[config.mk]
export PLATFORM = sky130hd
export DESIGN_NAME = operand_fetch
export DESIGN_NICKNAME = d
export VERILOG_FILES = /design/src/rtl/calc_pkg.sv /design/src/rtl/opf_lat_cnt.sv /design/src/rtl/operand_fetch.sv
export SDC_FILE = /design/constraint.sdc
export NUM_CORES = 1
export LEC_CHECK = 0
export CAP_MARGIN = 20
export CORE_MARGIN = 8
export CORE_UTILIZATION = 55
export CTS_BUF_LIST = sky130_fd_sc_hd__clkbuf_2 sky130_fd_sc_hd__clkbuf_4 sky130_fd_sc_hd__clkbuf_8
export DETAILED_ROUTE_END_ITERATION = 6
export PLACE_DENSITY_LB_ADDON = 0.05
export SLEW_MARGIN = 25
export SYNTH_ARGS = -nofsm -noshare
export SYNTH_HDL_FRONTEND = slang
export SYNTH_SLANG_ARGS = --single-unit
export TNS_END_PERCENT = 50
[constraint.sdc]
create_clock -name clk -period 13.5 [get_ports clk]
set_clock_uncertainty 0.1 [all_clocks]
set_input_delay 1.35 -clock clk [delete_from_list [all_inputs] [get_ports clk]]
set_output_delay 1.35 -clock clk [all_outputs]
set_load 0.05 [all_outputs]
[src/rtl/calc_pkg.sv]
// Shared types for the calculator datapath: operand-fetch FSM states and
// the RAM-slot selector encoding.
package calc_pkg;

    typedef enum logic [1:0] {
        IDLE,
        REQ,
        WAIT,
        DONE
    } opf_state_t;

    localparam logic SEL_A = 1'b0;
    localparam logic SEL_B = 1'b1;

endpackage

[src/rtl/opf_lat_cnt.sv]
// Loadable down-counter timing the RAM read latency; zero_o marks the
// cycle in which read data is valid at the RAM output.
module opf_lat_cnt #(
    parameter int RD_LAT = 1
) (
    input  logic clk,
    input  logic rst,
    input  logic load_i,
    input  logic dec_i,
    output logic zero_o
);

    localparam int CW = $clog2(RD_LAT + 1);
    localparam logic [CW-1:0] LOAD_V = CW'(RD_LAT - 1);

    logic [CW-1:0] cnt_q, cnt_d;

    always_comb begin
        cnt_d = cnt_q;
        if (load_i)
            cnt_d = LOAD_V;
        else if (dec_i && cnt_q != '0)
            cnt_d = cnt_q - 1'b1;
    end

    always_ff @(posedge clk or posedge rst) begin
        if (rst)
            cnt_q <= '0;
        else
            cnt_q <= cnt_d;
    end

    assign zero_o = (cnt_q == '0);

endmodule

[src/rtl/operand_fetch.sv]
// Registered operand fetch: latches two operands from direct inputs or RAM
// and presents them under valid/ack. Optional OPERAND_FETCH_SWAP_EN adds a swap input.
module operand_fetch
    import calc_pkg::*;
#(
    parameter int WIDTH  = 32,
    parameter int ADDR_W = 8,
    parameter int RD_LAT = 1
) (
    input  logic              clk,
    input  logic              rst,
    input  logic              start,
    input  logic              rd_en,
    input  logic              rd_sel,
    input  logic [ADDR_W-1:0] addr,
    input  logic [WIDTH-1:0]  num_a,
    input  logic [WIDTH-1:0]  num_b,
`ifdef OPERAND_FETCH_SWAP_EN
    input  logic              swap,
`endif
    output logic              ram_re,
    output logic [ADDR_W-1:0] ram_addr,
    input  logic [WIDTH-1:0]  ram_rdata,
    output logic              ready,
    output logic              valid,
    input  logic              ack,
    output logic [WIDTH-1:0]  operand_a,
    output logic [WIDTH-1:0]  operand_b
);

    opf_state_t        state_q, state_d;
    logic [WIDTH-1:0]  na_q, na_d, nb_q, nb_d;
    logic [WIDTH-1:0]  opa_q, opa_d, opb_q, opb_d;
    logic [ADDR_W-1:0] addr_q, addr_d;
    logic              sel_q, sel_d;
    logic              swap_q, swap_d;
    logic              swap_s;
    logic              accept;
    logic              cnt_load, cnt_dec, cnt_zero;
    logic [WIDTH-1:0]  cap_a, cap_b;

`ifdef OPERAND_FETCH_SWAP_EN
    assign swap_s = swap;
`else
    assign swap_s = 1'b0;
`endif

    opf_lat_cnt #(.RD_LAT(RD_LAT)) u_cnt (
        .clk    (clk),
        .rst    (rst),
        .load_i (cnt_load),
        .dec_i  (cnt_dec),
        .zero_o (cnt_zero)
    );

    // RAM data lands in the selected slot; the other keeps its staged direct value
    assign cap_a = (sel_q == SEL_A) ? ram_rdata : na_q;
    assign cap_b = (sel_q == SEL_B) ? ram_rdata : nb_q;

    assign accept = start && ((state_q == IDLE) || (state_q == DONE && ack));

    always_comb begin
        state_d  = state_q;
        na_d     = na_q;
        nb_d     = nb_q;
        opa_d    = opa_q;
        opb_d    = opb_q;
        addr_d   = addr_q;
        sel_d    = sel_q;
        swap_d   = swap_q;
        cnt_load = 1'b0;
        cnt_dec  = 1'b0;

        case (state_q)
            REQ: begin
                cnt_load = 1'b1;
                state_d  = WAIT;
            end
            WAIT: begin
                if (cnt_zero) begin
                    opa_d   = swap_q ? cap_b : cap_a;
                    opb_d   = swap_q ? cap_a : cap_b;
                    state_d = DONE;
                end else begin
                    cnt_dec = 1'b1;
                end
            end
            DONE: begin
                if (ack)
                    state_d = IDLE;
            end
            default: ;
        endcase

        // A new request from DONE+ack overrides the return to IDLE
        if (accept) begin
            if (rd_en) begin
                na_d    = num_a;
                nb_d    = num_b;
                addr_d  = addr;
                sel_d   = rd_sel;
                swap_d  = swap_s;
                state_d = REQ;
            end else begin
                opa_d   = swap_s ? num_b : num_a;
                opb_d   = swap_s ? num_a : num_b;
                state_d = DONE;
            end
        end
    end

    always_ff @(posedge clk or posedge rst) begin
        if (rst) begin
            state_q <= IDLE;
            na_q    <= '0;
            nb_q    <= '0;
            opa_q   <= '0;
            opb_q   <= '0;
            addr_q  <= '0;
            sel_q   <= SEL_A;
            swap_q  <= 1'b0;
        end else begin
            state_q <= state_d;
            na_q    <= na_d;
            nb_q    <= nb_d;
            opa_q   <= opa_d;
            opb_q   <= opb_d;
            addr_q  <= addr_d;
            sel_q   <= sel_d;
            swap_q  <= swap_d;
        end
    end

    assign ram_re    = (state_q == REQ);
    assign ram_addr  = addr_q;
    assign ready     = (state_q == IDLE);
    assign valid     = (state_q == DONE);
    assign operand_a = opa_q;
    assign operand_b = opb_q;

endmodule
==> results.cfg, run 1 <==
[run_status]
outcome = finished clean

[job]
maxCapViolCount = 0

[die]
ios = 185
die-width_um = 129
initial_core_util = 0.562
die_area_mm2 = 0.0167
std_cell_rows = 41
die_h_um = 129
coreArea_mm2 = 0.0126

[logic_synthesis]
synth_area_leaders = dfrtp_1 50%, mux2_2 31%, mux2_4 13%
netlist_area_mm2 = 0.00706
syn-num-nets = 562
ys_warn_count = 0
async_reset_ff_frac = 1.00
synth_most_common_cell = mux2_2
yosysUniqueCellTypes = 22
synth_edf_count = 0
yosys_register_bits = 140
yosys.area.top_type = dfrtp_1
synthFlopType = dfrtp_1
yosysTopAreaCellShare = 0.496
synth_common_cells = 192 x mux2_2, 140 x dfrtp_1, 60 x mux2_4
avgSynthCellArea_um2 = 15.6
syn_inst = 452
synth-seq-area-share = 0.496

[power]
p_clk_frac = 0.156
p_seq_frac = 0.294
p_sw_frac = 0.380
vdd_ir_drop_max_uv = 238
internal_power_mw = 1.63
powerDensity_mw_per_mm2 = 277
p_sw_uw = 997
leakagePower_nw = 4.10
combPwrFrac = 0.550

[timing]
finalSetupViolations = 0
max_freq_ghz = 0.281
worst_pin_slew_ns = 0.927
max-slew-margin-rel = 0.382
finalHoldViolCount = 0
setup_ws_ns = 9.95
period_minus_slack_ns = 3.55
grt_setup_unrepaired = false
finalCritPeriodShare = 0.263
finalSetupTns_ns = 0
drv_slew = 0

[global_route]
grt_use_total = 0.202
grt_pass1_wl_mm = 26.1
grt_pass1_vias = 5057
grt_start_max_net_pins = 76
overflow = 0
antenna_found_initial = 0

[cts]
cts_resized = 0
numClockSinks = 140
insertion_delay_ns = 0.43
cts.path.max_buffers = 2
htreeDepth = 4
cts_tree = built
clockRootBuffer = clkbuf_8
numCtsBuffers = 17
post-cts-setup-buffer-count = 0
hold_buffers = 0
clk_pin_slew_ns = 0.08

[worst_hold_path]
min_path_type = reg2reg

[critical_path]
arrival_ns = 2.10
rrSetupSlack_ns = 10.85
cp.required_ns = 12.05
end_kind = primary output
start_kind = flip-flop
crit_type = reg2out
cp_max_fo = 7

[layout]
fin_nets = 743
syn_to_final_growth_pct = 34.2
drive_gt1_frac = 0.463
utilization = 0.754
antennaDiodeCount = 0
final_area_mm2 = 0.00947

[placement]
io_buffer_count = 184
pre_cts_slack_ns = 9.54
placed_area_mm2 = 0.00898
dp.final_hpwl_mm = 11.3
place.gp.congestion = 0.751

[drt]
wl_per_cell_um = 19.7
drc_errors = 0
drt-total-wl_mm = 16.1
vias = 4316
via_per_inst = 5.28
drt_pass1_iterations = 4
dr.first_iter.drc_count = 203
ant_nets = 0
[stage by stage]
stage	hold slack (ns)	power, mW	instances
detailed placement	0.376	2.23	786
global placement	0.364	2.18	785
floorplan	0.352	1.84	452
finish	0.391	2.62	818
global route	0.407	2.76	818
CTS	0.397	2.65	818
[cell usage in the layout, fill, tap and decap left out, types with 2 or more instances in the layout]
cell,netlist,final
dfrtp_1,140,139
mux2_1,13,13
clkinvlp_4,0,2
mux2_4,60,60
o21ai_0,3,3
clkbuf_8,0,20
nand2_1,2,2
bufinv_16,0,6
clkdlybuf4s50_1,0,184
buf_4,6,5
mux2_2,192,192
clkinv_2,0,4
inv_1,4,3
[area by class of cell]
class                           count  area, um2
Sequential cell                   140       3500
Clock inverter                     12        215
Clock buffer                       20        275
Timing Repair Buffer              190       1910
Inverter                            4       20.0
Fill cell                         838       3100
Multi-Input combinational cell    280       3330
Tap cell                          172        215
[flip-flops by register name, indices dropped and copies added, names as in the netlist]
signal / cells
ram_addr: 8
sel_q: 1
na_q: 32
state_q: 2
operand_a: 32
u_cnt.cnt_q: 1
operand_b: 32
nb_q: 32
[worst paths after layout]
path,start,to,cells past startpoint
worst max register to register,state_q[0],na_q[23],5
worst min-delay path,ram_addr[7],ram_addr[7],1
worst min register to register,ram_addr[7],ram_addr[7],1
worst max-delay path,state_q[0],ready,3
min in group asynchronous,rst,operand_b[8],2
max in group asynchronous,rst,sel_q,3
[kinds of logic after synthesis]
logic type | count (synthesis) | synth area share
AO/OA/AOI/OAI | 7 | 0.00745
flip-flops | 140 | 0.496
AND/OR/NAND/NOR | 8 | 0.00816
buffers and inverters | 32 | 0.0333
multiplexers | 265 | 0.455
[routing by layer]
| metal | global-route usage | wire [um] |
|---|---|---|
| met5 | 0 | 0 |
| met4 | 0.0663 | 189 |
| met3 | 0.0723 | 1250 |
| met2 | 0.339 | 8130 |
| met1 | 0.235 | 6570 |
[worst max-delay path, cell delays in order, from the launching register on]
cell             delay [ns]
dfrtp_1                0.46
or2_4                  0.31
inv_1                  0.08
clkdlybuf4s50_1        0.82
[power by group through the flow]
stage               logic (mW)  registers [mW]  clock network (mW)
detailed placement        1.45           0.780                   0
global placement          1.42           0.767                   0
CTS                       1.46           0.774               0.418
floorplan                0.724            1.12                   0
global route              1.52           0.803               0.435
finish                    1.44           0.772               0.409
Note: power is estimated with default switching activity, not from simulation.
==> inputs of run 2 (changes only) <==
--- a/config.mk
+++ b/config.mk
@@ -7,7 +7,7 @@
 export LEC_CHECK = 0
 export CAP_MARGIN = 20
 export CORE_MARGIN = 8
-export CORE_UTILIZATION = 55
+export CORE_UTILIZATION = 46
 export CTS_BUF_LIST = sky130_fd_sc_hd__clkbuf_2 sky130_fd_sc_hd__clkbuf_4 sky130_fd_sc_hd__clkbuf_8
 export DETAILED_ROUTE_END_ITERATION = 6
 export PLACE_DENSITY_LB_ADDON = 0.05
==> constraint.sdc (replaced) <==
create_clock -name clk -period 2.9 [get_ports clk]
set_clock_uncertainty 0.1 [all_clocks]
set_input_delay 0.29 -clock clk [delete_from_list [all_inputs] [get_ports clk]]
set_output_delay 0.29 -clock clk [all_outputs]
set_load 0.05 [all_outputs]
==> run 2 against run 1 <==
  * Cell area up 0.25%
  * First-iteration DRC count down 44%
  * Sequential cell count unchanged
  * Count of clock-buffer cells in the layout down 2
  * Setup slack worse by 9.5 ns
  * Non-clock buffer count up 3
  * Critical endpoint unchanged
  * Largest power group unchanged
==> results.cfg, run 2 (synthesized netlist as in run 1, its figures left out) <==
[critical_path]
start_kind = flip-flop
end_kind = primary output
cp.required_ns = 2.51
cp_max_fo = 7
crit_type = reg2out
reg2reg_depth = 4
arrival_ns = 2.11
timing.rr.end = operand_b[5]
rrSetupSlack_ns = 0.66
r2r-start = sel_q

[die]
coreArea_mm2 = 0.0151
std_cell_rows = 45
ios = 185
initial_core_util = 0.468
die_h_um = 140
die-width_um = 140
die_area_mm2 = 0.0196

[layout]
final_area_mm2 = 0.00949
fin_nets = 746
antennaDiodeCount = 0
final_cell_mix = 192 x mux2_2, 184 x clkdlybuf4s50_1, 139 x dfrtp_1
drive_gt1_frac = 0.465
final_common_cell = mux2_2
fin_cells = 837
syn_to_final_growth_pct = 34.5
fill_cells = 1178

[timing]
max-slew-margin-rel = 0.454
drv_slew = 0
finalSetupViolations = 0
finalHoldViolCount = 0
finalCritPeriodShare = 0.863
grt_setup_unrepaired = false
period_minus_slack_ns = 2.50
worst_pin_slew_ns = 0.819
max_freq_ghz = 0.399
finalSetupTns_ns = 0

[drt]
wl_per_cell_um = 19.8
via_per_inst = 5.17
drt-total-wl_mm = 16.6
drc_errors = 0
vias = 4329
ant_nets = 0
dr.first_iter.drc_count = 114
drt_pass1_iterations = 4

[cts]
insertion_delay_ns = 0.44
cts_resized = 0
hold_buffers = 0
htreeDepth = 4
clockRootBuffer = clkbuf_8
post-cts-setup-buffer-count = 0
numClockSinks = 140
numCtsBuffers = 17
cts.path.max_buffers = 2
clk_pin_slew_ns = 0.08
cts_tree = built

[global_route]
use_met2 = 0.291
met3_usage = 0.0650
grt_pass1_wl_mm = 27.1
overflow = 0
antenna_found_initial = 0
busiest_layer = met2
met1_usage = 0.202
grt_start_max_net_pins = 141
grt_pass1_vias = 5048
grt_use_total = 0.174

[placement]
place.gp.congestion = 0.756
placed_area_mm2 = 0.00908
dp.final_hpwl_mm = 11.2
io_buffer_count = 184
dp_cells = 805

[power]
vdd_ir_drop_max_uv = 1040
powerDensity_mw_per_mm2 = 1270
leakagePower_nw = 4.08
power_mw = 12.0

[run_status]
outcome = finished clean

[worst_hold_path]
min_path_type = in2async

[job]
maxCapViolCount = 0
run 2: changes by cell type in the layout (fill, tap and decap cells not counted), moves of 2 or more:
cell,change
buf_12,+6
buf_4,-2
bufinv_16,-3
clkbuf_8,-2
clkinv_4,+3
clkinvlp_4,+3
run 2: metrics by stage:
stage               utilization  setup slack (ns)  hold slack [ns]
finish                    0.629             0.397            0.264
global route              0.629             0.316            0.317
CTS                       0.629             0.365            0.313
detailed placement        0.601             0.561            0.378
global placement          0.601             0.580            0.365
floorplan                     -             0.761            0.297
run 2: worst max path at each step:
stage	endpoint	from	cells past startpoint
finish	ready	state_q[0]	3
floorplan	na_q[0]	rst	1
global route	ready	state_q[0]	3
global placement	operand_a[23]	ack	5
CTS	ready	state_q[0]	3
detailed placement	operand_b[25]	ack	5
run 2: critical path, stage by stage (launching register included):
cell and delay [ns]:
dfrtp_1 0.47, or2_4 0.31, inv_1 0.08, clkdlybuf4s50_1 0.81
run 2: final cells by class:
type,instances,area [um2],share of cell area
clock buffers,18,248,0.0261
clock inverters,14,170,0.0179
inverters,4,18.8,0.00198
multi-input cells,280,3330,0.351
flip-flops and latches,140,3500,0.369
well taps,188,235,0.0248
repair buffers,193,1980,0.209
run 2: metal layers:
metal,up-vias,wire length [um],part of all wire
met5,-,0,0
met4,0,276,0.017
met3,19,1170,0.071
met2,114,8110,0.49
met1,2195,7010,0.42
li1,2001,-,-
run 2: power breakdown:
part | leakage, nW | switching [mW] | internal (mW) | total (mW)
clock network | 0.201 | 0.781 | 0.874 | 1.66
logic | 2.22 | 3.31 | 3.49 | 6.80
registers | 1.67 | 0.595 | 2.96 | 3.55
total | 4.08 | 4.69 | 7.32 | 12.0
